--- src/rtl/pattern_pkg.sv ---
// Shared mode encodings and colour constants for the parametrised VGA pattern generator.
package pattern_pkg;

    typedef enum logic [2:0] {
        MODE_BARS  = 3'd0,
        MODE_GRID  = 3'd1,
        MODE_GRAD  = 3'd2,
        MODE_CHECK = 3'd3,
        MODE_SOLID = 3'd4,
        MODE_MBAR  = 3'd5
    } mode_e;

    localparam logic [23:0] WHITE   = 24'hFFFFFF;
    localparam logic [23:0] YELLOW  = 24'hFFFF00;
    localparam logic [23:0] CYAN    = 24'h00FFFF;
    localparam logic [23:0] GREEN   = 24'h00FF00;
    localparam logic [23:0] MAGENTA = 24'hFF00FF;
    localparam logic [23:0] RED     = 24'hFF0000;
    localparam logic [23:0] BLUE    = 24'h0000FF;
    localparam logic [23:0] BLACK   = 24'h000000;

    // Colour-bar order, left to right.
    function automatic logic [23:0] bar_colour(input logic [2:0] idx);
        case (idx)
            3'd0:    return WHITE;
            3'd1:    return YELLOW;
            3'd2:    return CYAN;
            3'd3:    return GREEN;
            3'd4:    return MAGENTA;
            3'd5:    return RED;
            3'd6:    return BLUE;
            default: return BLACK;
        endcase
    endfunction

endpackage

--- src/rtl/syncgen_p.sv ---
// Parametrised VGA raster counters with unregistered active / HS / VS region flags.
module syncgen_p #(
    parameter  int HPERIOD = 800,
    parameter  int HACT    = 640,
    parameter  int HFRONT  = 16,
    parameter  int HWIDTH  = 96,
    parameter  int VPERIOD = 525,
    parameter  int VACT    = 480,
    parameter  int VFRONT  = 10,
    parameter  int VWIDTH  = 2,
    localparam int HW      = $clog2(HPERIOD),
    localparam int VW      = $clog2(VPERIOD)
) (
    input  logic          clk,
    input  logic          rst_n,
    output logic [HW-1:0] hcnt_p0,
    output logic [VW-1:0] vcnt_p0,
    output logic          active_p0,
    output logic          hs_act_p0,
    output logic          vs_act_p0
);

    localparam logic [31:0] HACT_L   = 32'(HACT);
    localparam logic [31:0] VACT_L   = 32'(VACT);
    localparam logic [31:0] HS_START = 32'(HACT + HFRONT);
    localparam logic [31:0] HS_END   = 32'(HACT + HFRONT + HWIDTH);
    localparam logic [31:0] VS_START = 32'(VACT + VFRONT);
    localparam logic [31:0] VS_END   = 32'(VACT + VFRONT + VWIDTH);

    if (HACT + HFRONT + HWIDTH > HPERIOD) begin : g_hchk
        $error("syncgen_p: HACT+HFRONT+HWIDTH exceeds HPERIOD");
    end
    if (VACT + VFRONT + VWIDTH > VPERIOD) begin : g_vchk
        $error("syncgen_p: VACT+VFRONT+VWIDTH exceeds VPERIOD");
    end

    // Stage p0: raster position
    always_ff @(posedge clk or negedge rst_n) begin
        if (!rst_n) begin
            hcnt_p0 <= '0;
            vcnt_p0 <= '0;
        end else if (hcnt_p0 == HW'(HPERIOD - 1)) begin
            hcnt_p0 <= '0;
            if (vcnt_p0 == VW'(VPERIOD - 1)) begin
                vcnt_p0 <= '0;
            end else begin
                vcnt_p0 <= vcnt_p0 + 1'b1;
            end
        end else begin
            hcnt_p0 <= hcnt_p0 + 1'b1;
        end
    end

    assign active_p0 = (32'(hcnt_p0) < HACT_L) && (32'(vcnt_p0) < VACT_L);
    assign hs_act_p0 = (32'(hcnt_p0) >= HS_START) && (32'(hcnt_p0) < HS_END);
    // VS follows the line counter, so it moves exactly at HCNT=0.
    assign vs_act_p0 = (32'(vcnt_p0) >= VS_START) && (32'(vcnt_p0) < VS_END);

endmodule

--- src/rtl/pattern_gen.sv ---
// VGA test-pattern generator: raster timing, per-frame mode latching, pattern mux and
// a single registered output stage driving the encoder.
module pattern_gen
    import pattern_pkg::*;
#(
    parameter int HPERIOD    = 800,
    parameter int HACT       = 640,
    parameter int HFRONT     = 16,
    parameter int HWIDTH     = 96,
    parameter int VPERIOD    = 525,
    parameter int VACT       = 480,
    parameter int VFRONT     = 10,
    parameter int VWIDTH     = 2,
    parameter bit HS_POL     = 1'b0,
    parameter bit VS_POL     = 1'b0,
    parameter int GRID_LOG2  = 5,
    parameter int GRAD_SHIFT = 1,
    parameter int BAR_LOG2   = 4,
    parameter int SPEED      = 2
) (
    input  logic        CLK,
    input  logic        RST,
    input  logic [2:0]  MODE,
    input  logic [23:0] SOLID_RGB,
    output logic [7:0]  VGA_R,
    output logic [7:0]  VGA_G,
    output logic [7:0]  VGA_B,
    output logic        VGA_HS,
    output logic        VGA_VS,
    output logic        VGA_DE,
    output logic        FRAME_START
);

    localparam int HW      = $clog2(HPERIOD);
    localparam int VW      = $clog2(VPERIOD);
    localparam int CW      = (HW + 1 > VW) ? HW + 1 : VW;
    localparam int AW      = HW + 2;
    localparam int BAR_W   = HACT / 8;
    localparam int BAR_LEN = 2 ** BAR_LOG2;

    if (HACT < 8) begin : g_bchk
        $error("pattern_gen: HACT must allow eight colour bars");
    end
    if (SPEED >= HACT) begin : g_schk
        $error("pattern_gen: SPEED must be smaller than HACT");
    end

    logic [HW-1:0] hcnt_p0;
    logic [VW-1:0] vcnt_p0;
    logic          active_p0;
    logic          hs_act_p0;
    logic          vs_act_p0;
    logic          frame_start_p0;

    logic [2:0]    mode_q;
    logic [23:0]   solid_q;
    logic [7:0]    fcnt_q;
    logic [AW-1:0] acc_q;

    logic [2:0]    mode_eff;
    logic [23:0]   solid_eff;
    logic [7:0]    fcnt_eff;
    logic [AW-1:0] acc_sum;
    logic [AW-1:0] acc_next;
    logic [AW-1:0] pos_eff;

    logic [2:0]    bar_idx;
    logic          grid_on;
    logic [7:0]    grad_val;
    logic          chk_cell;
    logic          mbar_on;
    logic [23:0]   rgb_p0;

    logic [23:0]   rgb_p1;
    logic          de_p1;
    logic          hs_p1;
    logic          vs_p1;
    logic          fs_p1;

    syncgen_p #(
        .HPERIOD (HPERIOD),
        .HACT    (HACT),
        .HFRONT  (HFRONT),
        .HWIDTH  (HWIDTH),
        .VPERIOD (VPERIOD),
        .VACT    (VACT),
        .VFRONT  (VFRONT),
        .VWIDTH  (VWIDTH)
    ) u_syncgen (
        .clk       (CLK),
        .rst_n     (RST),
        .hcnt_p0   (hcnt_p0),
        .vcnt_p0   (vcnt_p0),
        .active_p0 (active_p0),
        .hs_act_p0 (hs_act_p0),
        .vs_act_p0 (vs_act_p0)
    );

    assign frame_start_p0 = (hcnt_p0 == '0) && (vcnt_p0 == '0);

    // On the frame-start clock the incoming values are used directly, so every pixel of a
    // frame, including (0,0), sees the same mode, colour, frame count and bar position.
    assign acc_sum   = acc_q + AW'(SPEED);
    assign acc_next  = (acc_sum >= AW'(HACT)) ? acc_sum - AW'(HACT) : acc_sum;
    assign mode_eff  = frame_start_p0 ? MODE : mode_q;
    assign solid_eff = frame_start_p0 ? SOLID_RGB : solid_q;
    assign fcnt_eff  = frame_start_p0 ? fcnt_q + 8'd1 : fcnt_q;
    assign pos_eff   = frame_start_p0 ? acc_next : acc_q;

    always_ff @(posedge CLK or negedge RST) begin
        if (!RST) begin
            mode_q  <= MODE_BARS;
            solid_q <= '0;
            fcnt_q  <= '0;
            acc_q   <= '0;
        end else if (frame_start_p0) begin
            mode_q  <= MODE;
            solid_q <= SOLID_RGB;
            fcnt_q  <= fcnt_eff;
            acc_q   <= acc_next;
        end
    end

    // The last bar absorbs any remainder when HACT is not a multiple of eight.
    always_comb begin
        bar_idx = '0;
        for (int i = 1; i < 8; i++) begin
            if (32'(hcnt_p0) >= 32'(i * BAR_W)) begin
                bar_idx = 3'(i);
            end
        end
    end

    assign grid_on  = (hcnt_p0[GRID_LOG2-1:0] == '0) || (vcnt_p0[GRID_LOG2-1:0] == '0) ||
                      (32'(hcnt_p0) == 32'(HACT - 1)) || (32'(vcnt_p0) == 32'(VACT - 1));
    assign grad_val = 8'(hcnt_p0 >> GRAD_SHIFT);
    assign chk_cell = 1'(((CW'(hcnt_p0) + CW'(fcnt_eff)) ^ CW'(vcnt_p0)) >> GRID_LOG2);
    assign mbar_on  = (AW'(hcnt_p0) >= pos_eff) && (AW'(hcnt_p0) < pos_eff + AW'(BAR_LEN));

    always_comb begin
        rgb_p0 = BLACK;
        if (active_p0) begin
            case (mode_eff)
                MODE_BARS:  rgb_p0 = bar_colour(bar_idx);
                MODE_GRID:  rgb_p0 = grid_on ? WHITE : BLACK;
                MODE_GRAD:  rgb_p0 = {3{grad_val}};
                MODE_CHECK: rgb_p0 = chk_cell ? WHITE : BLACK;
                MODE_SOLID: rgb_p0 = solid_eff;
                MODE_MBAR:  rgb_p0 = mbar_on ? WHITE : BLUE;
                default:    rgb_p0 = BLACK;
            endcase
        end
    end

    // Stage p1: registered outputs, all aligned one clock behind the counters
    always_ff @(posedge CLK or negedge RST) begin
        if (!RST) begin
            rgb_p1 <= '0;
            de_p1  <= 1'b0;
            hs_p1  <= ~HS_POL;
            vs_p1  <= ~VS_POL;
            fs_p1  <= 1'b0;
        end else begin
            rgb_p1 <= rgb_p0;
            de_p1  <= active_p0;
            hs_p1  <= hs_act_p0 ? HS_POL : ~HS_POL;
            vs_p1  <= vs_act_p0 ? VS_POL : ~VS_POL;
            fs_p1  <= frame_start_p0;
        end
    end

    assign VGA_R       = rgb_p1[23:16];
    assign VGA_G       = rgb_p1[15:8];
    assign VGA_B       = rgb_p1[7:0];
    assign VGA_DE      = de_p1;
    assign VGA_HS      = hs_p1;
    assign VGA_VS      = vs_p1;
    assign FRAME_START = fs_p1;

endmodule

--- config.mk ---
export PLATFORM = sky130hd
export DESIGN_NAME = pattern_gen
export DESIGN_NICKNAME = d
export VERILOG_FILES = /design/src/rtl/pattern_pkg.sv /design/src/rtl/syncgen_p.sv /design/src/rtl/pattern_gen.sv
export SDC_FILE = /design/constraint.sdc
export NUM_CORES = 1
export LEC_CHECK = 0
export BUFFER_PORTS_ARGS = -buffer_cell sky130_fd_sc_hd__buf_2
export CAP_MARGIN = 0
export CORE_ASPECT_RATIO = 1.75
export CORE_UTILIZATION = 29
export DETAILED_ROUTE_END_ITERATION = 6
export GPL_ROUTABILITY_DRIVEN = 0
export SKIP_CTS_REPAIR_TIMING = 1
export SYNTH_ARGS = -nofsm -noshare
export SYNTH_HDL_FRONTEND = slang
export SYNTH_SLANG_ARGS = --single-unit
--- constraint.sdc ---
create_clock -name CLK -period 5.4 [get_ports CLK]
set_clock_uncertainty 0.15 [all_clocks]
set_input_delay 1.08 -clock CLK [delete_from_list [all_inputs] [get_ports CLK]]
set_output_delay 1.08 -clock CLK [all_outputs]
set_load 0.01 [all_outputs]
==> qor.csv <==
metric,value,unit
path_clk_slew,0.06,ns
power_frac_clock,0.451,
setup_viol,0,
maxCapViolations,0,
synth_cells,579,
antenna_cells,0,
p_leak,2.79,nW
end_kind,register,
start_kind,register,
seq_area_frac_synth,0.430,
tightest_slew,0.908,ns
first_pass_iters,5,
fp-row-count,65,
synth_fa_ha_area_frac,0.0630,
min_period_over_period,0.891,
regArea,0.00230,mm2
avgSynthCellArea,9.26,um2
dieHeight,182,um
drt-total-wl,15100,um
design.core.area,0.0181,mm2
grt.total_usage,0.166,
drive_gt1_frac,0.168,
grt_max_degree,71,
holdCritPathClass,register to register,
regToRegSetupSlack,0.59,ns
synth.area.top_cells,"dfrtp_1 (42%), nand2_1 (7.6%), ha_1 (6.3%), xnor2_1 (4.4%), a31oi_1 (3.6%)",
hold_viol_final,0,
synth_top_family_by_area,simple AND/OR/NAND/NOR gates,
rsz0062_at_grt,no,
via_per_inst,5.13,
r2r_cells,16,
p_sw,355,uW
die_w,105,um
clock-sinks,92,
combPwrFrac,0.073,
crit_fanout,17,
htreeDepth,3,
synth_top_area_cell,dfrtp_1,
yosys.area_share.simple,0.255,
max_clock_freq,208,MHz
setup_tns,0,ns
synth_top_area_share,0.420,
async_reset_ff_frac,1.00,
syn_area,0.00536,mm2
worstPathArrival,4.92,ns
drtAntennaViolNets,0,
numPortBuffers,56,
ios,57,
vias,4465,
seq_power_share,0.477,
relSlewSlack,0.394,
synth_nets,635,
synth-edff-count,0,
utilization,0.345,
p_int,1.17,mW
synthFlopType,dfrtp_1,
area_growth,16.3,%
gr-total-overflow,0,
synth_mux_area_frac,0.00770,
grt_pass1_wl,24300,um
initial_core_util,0.297,
fillers,1882,
synth.distinct_cells,63,
cts_max_path_buffers,2,
drtIter0Drc,301,
synth-seq-cells,92,
hold_depth,2,
antenna_found_initial,0,
final.min_clock_period,4.81,ns
slew_viol_final,0,
die-area,0.0191,mm2
grt_pass1_vias,4560,
synth_compound_area_frac,0.146,
cts_tree,done,
synthXorXnorAreaFrac,0.0572,
detail_route.wl_per_cell,17.4,um
drcViolationCount,0,
multi_input_area,0.00283,mm2
clkLatencyLatePin,0.35,ns
nNetsFinal,687,
p_sw_frac,0.233,
hp-start,solid_q[12],
peakVddDrop,0.144,mV
cts_root_buf,clkbuf_16,
required,5.51,ns
r2r-end,rgb_p1[13],
status,"complete, no violations",
timing.rr.start,u_syncgen.hcnt_p0[0],
hpwl,11600,um
crit_type,register to register,
whs_endpoint,solid_q[12],
power_density,244,mW/mm2
yosysWarnings,0,
numCtsBuffers,9,
## per-stage QoR
stage	power (mW)	cell area (um2)	std cells	hold slack, ns	worst slack [ns]
CTS	1.54	6240	870	0.319	0.592
global placement	0.849	5910	854	0.291	0.814
detailed placement	0.850	5910	854	0.302	0.617
global route	1.59	6240	870	0.330	0.126
floorplan	0.791	5360	579	0.279	0.624
finish	1.52	6240	870	0.312	0.588
## placed cells by master, fill, tap and decap left out, types with 3 or more instances in the layout
cell type,n
nor4_4,3
and4_1,3
xor2_1,8
nand2_1,108
a21oi_1,8
nor4_1,5
nor3_1,9
inv_1,20
a211o_1,4
a31o_2,3
o21ai_0,25
nor2_1,22
a31oi_1,31
a41oi_1,3
clkbuf_16,9
nor2b_1,4
ha_1,27
a21o_1,4
dfrtp_1,90
nand2b_1,6
and2_1,4
xnor2_1,27
and3_1,13
buf_2,55
a21boi_0,16
nand4b_1,4
nand3_1,25
nand4_1,15
o21ai_1,3
mux2i_1,3
buf_4,17
nor4b_1,17
## layout make-up
class / instances / area share
clock inverters: 7 / 0.0159
multi-input cells: 435 / 0.454
well taps: 234 / 0.0470
clock buffers: 9 / 0.0361
repair buffers: 72 / 0.0646
flip-flops and latches: 92 / 0.370
inverters: 21 / 0.0126
## how the worst max path moves through the flow
stage	slack, ns	endpoint	depth (start not counted)	startpoint
floorplan	0.62	rgb_p1[16]	19	u_syncgen.hcnt_p0[4]
global placement	0.81	rgb_p1[15]	16	u_syncgen.hcnt_p0[0]
detailed placement	0.62	rgb_p1[13]	16	u_syncgen.hcnt_p0[0]
CTS	0.59	rgb_p1[15]	16	u_syncgen.hcnt_p0[0]
global route	0.13	rgb_p1[13]	16	u_syncgen.hcnt_p0[0]
finish	0.59	rgb_p1[13]	16	u_syncgen.hcnt_p0[0]
## state kept, by name, indices dropped and copies added (netlist names), 3 cells and up
name and cells:
rgb_p1 24, u_syncgen.vcnt_p0 10, mode_q 3, acc_q 11, u_syncgen.hcnt_p0 10, solid_q 24
fcnt_q 6
## cells by family after synthesis
group / count (synthesis)
simple gates: 253
compound gates: 116
flops: 92
buf+inv: 52
xor+xnor: 35
fa+ha+maj: 27
mux: 4
## metal layers
metal | vias to the layer above | track usage | part of all wire
li1 | 2175 | - | -
met1 | 2112 | 0.163 | 0.36
met2 | 129 | 0.319 | 0.55
met3 | 49 | 0.0190 | 0.028
met4 | 0 | 0.117 | 0.059
met5 | - | 0 | 0
## power by group through the flow
stage / registers [mW] / clock network (mW) / logic (mW)
2_1_floorplan: 0.746 / 0 / 0.0451
3_3_place_gp: 0.738 / 0 / 0.111
3_5_place_dp: 0.738 / 0 / 0.112
4_1_cts: 0.725 / 0.704 / 0.112
5_1_grt: 0.727 / 0.735 / 0.123
6_report: 0.725 / 0.685 / 0.110
## cells in the mapped netlist (4+ instances only)
| cell | number |
|---|---|
| nand2_1 | 108 |
| nor2_1 | 22 |
| ha_1 | 27 |
| and2_1 | 4 |
| a21oi_1 | 8 |
| a21boi_0 | 16 |
| nand4b_1 | 4 |
| a21o_1 | 4 |
| nand3_1 | 25 |
| nor4b_1 | 17 |
| inv_1 | 20 |
| xor2_1 | 8 |
| nand2b_1 | 6 |
| nor3_1 | 9 |
| dfrtp_1 | 90 |
| buf_2 | 6 |
| xnor2_1 | 27 |
| nand4_1 | 15 |
| and3_1 | 13 |
| a31oi_1 | 31 |
| clkbuf_1 | 21 |
| a211o_1 | 4 |
| nor2b_1 | 4 |
| o21ai_0 | 25 |
| nor4_1 | 5 |
## worst max-delay path: stages (launching register included)
cell and delay [ns]:
dfrtp_1 0.43, inv_1 0.11, ha_1 0.13, or4b_4 0.50, nor4_4 0.34, and2_1 0.24
nand4_1 0.17, xnor2_1 0.23, ha_1 0.27, o21a_1 0.10, o21ai_0 0.27, nor3_1 0.10
a2111oi_1 0.51, o21ai_0 0.27, a21oi_4 0.47, nor4b_1 0.16, a31oi_1 0.25
Note: power is estimated with default switching activity, not from simulation.
